--- src/rtl/div_pkg.sv ---
// Shared types and defaults for the sequential restoring divider.
// The early-out path for trivial operands is enabled by DIV_EARLY_OUT_EN.
package div_pkg;

  typedef enum logic [1:0] {
    IDLE = 2'd0,
    BUSY = 2'd1,
    DONE = 2'd2
  } state_e;

  localparam int DW = 16;
  localparam int VW = 8;
  localparam int CW = 5;

  localparam logic [63:0] DIV_ZERO_QUOT = '1;

endpackage

--- src/rtl/seq_divider_16x8_if.sv ---
// Operand/result handshake bundle for the sequential divider.
// master drives operands and accepts results; slave is the divider.
interface seq_divider_16x8_if #(
  parameter int DW = div_pkg::DW,
  parameter int VW = div_pkg::VW
);

  logic          in_valid;
  logic          in_ready;
  logic [DW-1:0] dividend;
  logic [VW-1:0] divisor;
  logic          out_valid;
  logic          out_ready;
  logic [DW-1:0] quotient;
  logic [VW-1:0] remainder;
  logic          div_by_zero;

  modport master (
    output in_valid,
    output dividend,
    output divisor,
    output out_ready,
    input  in_ready,
    input  out_valid,
    input  quotient,
    input  remainder,
    input  div_by_zero
  );

  modport slave (
    input  in_valid,
    input  dividend,
    input  divisor,
    input  out_ready,
    output in_ready,
    output out_valid,
    output quotient,
    output remainder,
    output div_by_zero
  );

endinterface

--- src/rtl/div_step.sv ---
// One restoring division step: shift in a dividend bit, trial-subtract.
// The partial remainder carries one spare bit so the shifted MSB never overflows.
module div_step #(
  parameter int VW = div_pkg::VW
) (
  input  logic [VW:0]   pr_i,
  input  logic          bit_i,
  input  logic [VW-1:0] dvs_i,
  output logic [VW:0]   pr_o,
  output logic          q_o
);

  logic [VW:0] shifted;
  logic [VW:0] dvs_ext;

  // shift, compare and conditionally subtract
  always_comb begin
    shifted = {pr_i[VW-1:0], bit_i};
    dvs_ext = {1'b0, dvs_i};
    q_o     = (shifted >= dvs_ext);
    pr_o    = q_o ? (shifted - dvs_ext) : shifted;
  end

endmodule

--- src/rtl/seq_divider_16x8.sv ---
// Iterative restoring unsigned divider, one quotient bit per clock.
// Define DIV_EARLY_OUT_EN to finish trivial operands in a single cycle.
module seq_divider_16x8 #(
  parameter int DW = div_pkg::DW,
  parameter int VW = div_pkg::VW,
  parameter int CW = div_pkg::CW
) (
  input  logic                clk,
  input  logic                rst,
  seq_divider_16x8_if.slave   bus
);

  import div_pkg::*;

  state_e        state_q, state_d;
  logic [CW-1:0] count_q, count_d;
  logic [DW-1:0] dq_q, dq_d;
  logic [VW:0]   pr_q, pr_d;
  logic [VW-1:0] dvs_q, dvs_d;
  logic          dbz_q, dbz_d;
  logic [DW-1:0] quot_q, quot_d;
  logic [VW-1:0] rem_q, rem_d;
  logic          zflag_q, zflag_d;
  logic          out_valid_q, out_valid_d;
  logic          in_ready_q, in_ready_d;

  logic          accept;
  logic          div_zero;
  logic          early;
  logic [VW:0]   step_pr;
  logic          step_q;

  assign accept   = (state_q == IDLE) && in_ready_q && bus.in_valid;
  assign div_zero = (bus.divisor == '0);

`ifdef DIV_EARLY_OUT_EN
  assign early = (bus.dividend < DW'(bus.divisor)) ||
                 (bus.dividend == '0);
`else
  assign early = 1'b0;
`endif

  div_step #(.VW(VW)) u_step (
    .pr_i  (pr_q),
    .bit_i (dq_q[DW-1]),
    .dvs_i (dvs_q),
    .pr_o  (step_pr),
    .q_o   (step_q)
  );

  // state register
  always_ff @(posedge clk) begin
    if (rst) state_q <= IDLE;
    else     state_q <= state_d;
  end

  // next-state selection
  always_comb begin
    state_d = state_q;
    unique case (state_q)
      IDLE: begin
        if (accept) begin
          if (div_zero || early) state_d = DONE;
          else                   state_d = BUSY;
        end
      end
      BUSY: begin
        if (count_q == CW'(1)) state_d = DONE;
      end
      DONE: begin
        if (out_valid_q && bus.out_ready) state_d = IDLE;
      end
      default: state_d = IDLE;
    endcase
  end

  // datapath and registered output updates
  always_comb begin
    count_d     = count_q;
    dq_d        = dq_q;
    pr_d        = pr_q;
    dvs_d       = dvs_q;
    dbz_d       = dbz_q;
    quot_d      = quot_q;
    rem_d       = rem_q;
    zflag_d     = zflag_q;
    out_valid_d = 1'b0;
    in_ready_d  = (state_d == IDLE);
    unique case (state_q)
      IDLE: begin
        if (accept) begin
          dvs_d   = bus.divisor;
          count_d = CW'(DW);
          if (div_zero) begin
            dq_d  = DW'(DIV_ZERO_QUOT);
            pr_d  = {1'b0, bus.dividend[VW-1:0]};
            dbz_d = 1'b1;
          end else if (early) begin
            dq_d  = '0;
            pr_d  = {1'b0, bus.dividend[VW-1:0]};
            dbz_d = 1'b0;
          end else begin
            dq_d  = bus.dividend;
            pr_d  = '0;
            dbz_d = 1'b0;
          end
        end
      end
      BUSY: begin
        pr_d    = step_pr;
        dq_d    = {dq_q[DW-2:0], step_q};
        count_d = count_q - CW'(1);
      end
      DONE: begin
        if (!out_valid_q) begin
          quot_d      = dq_q;
          rem_d       = pr_q[VW-1:0];
          zflag_d     = dbz_q;
          out_valid_d = 1'b1;
        end else begin
          out_valid_d = !bus.out_ready;
        end
      end
      default: ;
    endcase
  end

  // working and result registers
  always_ff @(posedge clk) begin
    if (rst) begin
      count_q     <= '0;
      dq_q        <= '0;
      pr_q        <= '0;
      dvs_q       <= '0;
      dbz_q       <= 1'b0;
      quot_q      <= '0;
      rem_q       <= '0;
      zflag_q     <= 1'b0;
      out_valid_q <= 1'b0;
      in_ready_q  <= 1'b1;
    end else begin
      count_q     <= count_d;
      dq_q        <= dq_d;
      pr_q        <= pr_d;
      dvs_q       <= dvs_d;
      dbz_q       <= dbz_d;
      quot_q      <= quot_d;
      rem_q       <= rem_d;
      zflag_q     <= zflag_d;
      out_valid_q <= out_valid_d;
      in_ready_q  <= in_ready_d;
    end
  end

  assign bus.in_ready    = in_ready_q;
  assign bus.out_valid   = out_valid_q;
  assign bus.quotient    = quot_q;
  assign bus.remainder   = rem_q;
  assign bus.div_by_zero = zflag_q;

endmodule

--- src/flat_wrapper.sv ---
// flat-port wrapper written by rule: the top's interface ports become plain ports
module seq_divider_16x8_flat import div_pkg::*;
#(
  parameter int DW = div_pkg::DW,
  parameter int VW = div_pkg::VW,
  parameter int CW = div_pkg::CW
)
  (clk, rst, bus_in_valid, bus_dividend, bus_divisor, bus_out_ready, bus_in_ready, bus_out_valid, bus_quotient, bus_remainder, bus_div_by_zero);
  seq_divider_16x8_if #(.DW(DW), .VW(VW)) bus_i ();
  input  logic clk;
  input  logic rst;
  input wire logic [$bits(bus_i.in_valid)-1:0] bus_in_valid;
  input wire logic [$bits(bus_i.dividend)-1:0] bus_dividend;
  input wire logic [$bits(bus_i.divisor)-1:0] bus_divisor;
  input wire logic [$bits(bus_i.out_ready)-1:0] bus_out_ready;
  output wire logic [$bits(bus_i.in_ready)-1:0] bus_in_ready;
  output wire logic [$bits(bus_i.out_valid)-1:0] bus_out_valid;
  output wire logic [$bits(bus_i.quotient)-1:0] bus_quotient;
  output wire logic [$bits(bus_i.remainder)-1:0] bus_remainder;
  output wire logic [$bits(bus_i.div_by_zero)-1:0] bus_div_by_zero;
  assign bus_i.in_valid = bus_in_valid;
  assign bus_i.dividend = bus_dividend;
  assign bus_i.divisor = bus_divisor;
  assign bus_i.out_ready = bus_out_ready;
  assign bus_in_ready = bus_i.in_ready;
  assign bus_out_valid = bus_i.out_valid;
  assign bus_quotient = bus_i.quotient;
  assign bus_remainder = bus_i.remainder;
  assign bus_div_by_zero = bus_i.div_by_zero;
  seq_divider_16x8 #(.DW(DW), .VW(VW), .CW(CW)) u_core (.clk(clk), .rst(rst), .bus(bus_i));
endmodule
--- config.mk ---
export PLATFORM = sky130hd
export DESIGN_NAME = seq_divider_16x8_flat
export DESIGN_NICKNAME = d
export VERILOG_FILES = /design/src/rtl/div_pkg.sv /design/src/rtl/seq_divider_16x8_if.sv /design/src/rtl/div_step.sv /design/src/rtl/seq_divider_16x8.sv /design/src/flat_wrapper.sv
export SDC_FILE = /design/constraint.sdc
export NUM_CORES = 1
export LEC_CHECK = 0
export ABC_AREA = 1
export BUFFER_PORTS_ARGS = -buffer_cell sky130_fd_sc_hd__buf_2
export CORE_ASPECT_RATIO = 1.75
export CORE_MARGIN = 2
export CORE_UTILIZATION = 55
export DETAILED_ROUTE_END_ITERATION = 10
export PLACE_DENSITY = 0.89
export SYNTH_ARGS = -nofsm -noshare
export SYNTH_HDL_FRONTEND = slang
export SYNTH_SLANG_ARGS = --single-unit
export TNS_END_PERCENT = 100
--- constraint.sdc ---
create_clock -name clk -period 4.8 [get_ports clk]
set_input_delay 1.2 -clock clk [delete_from_list [all_inputs] [get_ports clk]]
set_output_delay 1.2 -clock clk [all_outputs]
set_load 0.03 [all_outputs]
==> impl_results.md <==
* Port bufs at 54
* Synth cell types at 38
* Synthesized flop and latch total at 67
* Diode count at 0
* Via-to-Cell Ratio at 5.674
* Worst-path fanout max at 34
* Reg2reg end: u_core.bus.quotient[8]
* Clock tree sinks at 67
* Leakage at 1.685 nW
* Crit Path Category: input port to register
* Skew final at 6.544 ps
* Routed via count at 3257
* Final setup vio count at 0
* Final Cell Area at 3770 µm²
* Most frequent cells in the layout: nand2_1 (100), dfxtp_1 (67), a21oi_1 (54), buf_2 (54), nand3_1 (42)
* First-pass GRT wire length at 14460 µm
* PwrDens at 464.7 nW/µm²
* Peak VDD IR at 0.2564 mV
* Fin cells at 574
* Ports at 55
* Critical Path AT at 2750 ps
* Pin count of the biggest net entering global routing at 35
* Pins over their slew limit at 0
* Iteration-0 DRC Markers at 203
* Unrepaired setup endpoints after global routing: false
* R2R depth at 5
* Area after DPL at 3568 µm²
* Synthesis-to-layout area growth at 14.52%
* Main combinational cell family by area after synthesis: simple AND/OR/NAND/NOR gates
* Post-Synth Simple-Gate Area at 28.62%
* Worst hold-check path type: register to register
* Post-Route WL at 8477 µm
* Number of global-route vias before repair at 3169
* Setup Buffers After CTS at 0
* Worst rel slew slack at 37.47%
* Rows at 37
* Cell Area, Synth at 3292 µm²
* Worst r2r src: u_core.state_q[1]
* Global Route Usage Sum at 27.20%
* Highest Clock Rate at 403.8 MHz
* Hold Path End: u_core.bus.quotient[14]
* Hold Path Cell Cnt at 2
* Most common cell after layout, fill and taps aside: nand2_1
* # hold bufs at CTS at 0
* Max-cap viol count at 0
* Post-CTS Resized at 0
* Drt first pass iters at 5
* Seq/Total Area, Yosys at 40.74%
* Xor/xnor share of the synthesized area at 0.7982%
* Syn Nets at 486
* Core area at 5833 µm²
* Initial antenna violation count at 0
* Final Critical Period at 2476 ps
* Final nets at 531
* Startpoint types: input port
* Post-synthesis compound-gate area fraction at 17.07%
* Starting Density at 56.44%
* Cells after Synth at 447
* Detailed placement HPWL at 6187 µm
* CTS clk-pin slew, worst paths at 70 ps
* Share of cells above drive strength 1 at 18.95%
* Post-route DRC at 0
* Hold Slack at 460.0 ps
* Fin worst setup slack at 2324 ps
* Status: completed
* Final Core Density at 64.63%
* Gr ovfl total at 0
* H-tree depth at 3
* Adder-cell share of the synthesized area at 4.409%
* Clock Latency Late Sink at 350 ps
* Chip width at 62.48 µm
* Setup_tns at 0 ps
* Worst-Margin Slew at 936.9 ps
* CTS tree: done
* Placed cell count at 559
* R2R setup slack at 2430 ps
* CTS max path bufs at 2
* Clk root buf: clkbuf_8
* Final hold violations at 0
* CTS buffer count at 9
* Synth warnings at 0
* Die area at 6644 µm²
* Die Ht at 106.3 µm
* ANT nets after route at 0
* Wire per inst at 14.77 µm
* Req. time, crit path at 5070 ps
* Hold Crit Start: u_core.bus.quotient[14]
* Mean Syn Cell Area at 7.364 µm²
* Post-synthesis mux area share at 0%
* CP endpoint kind: register
* GPL Wtd Cong at 0.9599
* Worst slack at placement at 2046 ps
* Period utilisation layout at 51.59%
* Power Total at 1.752 mW
[power by group]
| part | internal [mW] | switching, mW |
|---|---|---|
| combinational | 0.215 | 0.394 |
| clock | 0.264 | 0.211 |
| sequential | 0.613 | 0.0546 |
| total | 1.09 | 0.659 |
[synthesized netlist by cell type, drive strengths merged]
| cell | n | area share (%) |
|---|---|---|
| nand2 | 109 | 14 |
| dfxtp | 67 | 41 |
| a21oi | 56 | 9.0 |
| inv | 44 | 5.0 |
| nand3 | 43 | 6.7 |
| o21ai | 30 | 4.6 |
| nor2 | 28 | 4.1 |
| clkbuf | 13 | 1.8 |
| ha | 10 | 3.8 |
| buf | 9 | 1.4 |
| nand4 | 9 | 1.9 |
| o221ai | 7 | 1.9 |
| nand3b | 5 | 1.1 |
| nor3 | 3 | 0.80 |
| o22ai | 3 | 0.57 |
| xor2 | 3 | 0.80 |
| a31oi | 2 | 0.38 |
| a211oi | 1 | 0.23 |
| clkinv | 1 | 0.11 |
| fa | 1 | 0.61 |
| o2111ai | 1 | 0.27 |
| o21a | 1 | 0.23 |
| or2 | 1 | 0.19 |
[kinds of logic (layout without fill, tap and decap cells)]
group                    count (synthesis)  in the layout
buffers and inverters                   67            116
XOR/XNOR                                 3              3
flip-flops                              67             67
AO/OA/AOI/OAI                          101            101
AND/OR/NAND/NOR                        198            198
adder cells (fa/ha/maj)                 11             11
[layout make-up]
| type | instances | area (µm²) |
|---|---|---|
| fillers | 521 | 2063 |
| multi-input cells | 313 | 1675 |
| flip-flops and latches | 67 | 1341 |
| repair buffers | 56 | 285.3 |
| inverters | 45 | 168.9 |
| clock buffers | 11 | 151.4 |
| well taps | 78 | 97.59 |
| clock inverters | 4 | 50.05 |
[routing by layer]
metal	vias up	wire length, µm	GRT usage [%]
li1	1583	-	-
met1	1541	3153	28.43
met2	107	4636	50.54
met3	26	394	4.444
met4	0	292	15.40
met5	-	0	0
[worst max-delay path by stage]
stage	endpoint	slack, ps	startpoint	depth (start not counted)
3_5_place_dp	u_core.dq_q[9]	2050	bus_in_valid	10
6_report	u_core.dq_q[6]	2320	rst	4
4_1_cts	u_core.dq_q[9]	2370	bus_in_valid	10
2_1_floorplan	u_core.pr_q[7]	2750	bus_divisor[5]	7
3_3_place_gp	u_core.dq_q[9]	2090	bus_in_valid	10
5_1_grt	u_core.dq_q[6]	2100	rst	4
[critical path, stage by stage]
cell      delay [ps]
buf_2            280
inv_1            730
o221ai_1         300
a21oi_1          210
[flip-flops by register name, summed over array words and instances (netlist names)]
register	flops
u_core.bus.quotient	16
u_core.dq_q	16
u_core.bus.remainder	8
u_core.dvs_q	8
u_core.pr_q	8
u_core.count_q	5
u_core.state_q	2
u_core.bus.div_by_zero	1
u_core.bus.in_ready	1
u_core.bus.out_valid	1
u_core.dbz_q	1
(Power assumes the default switching activity.)
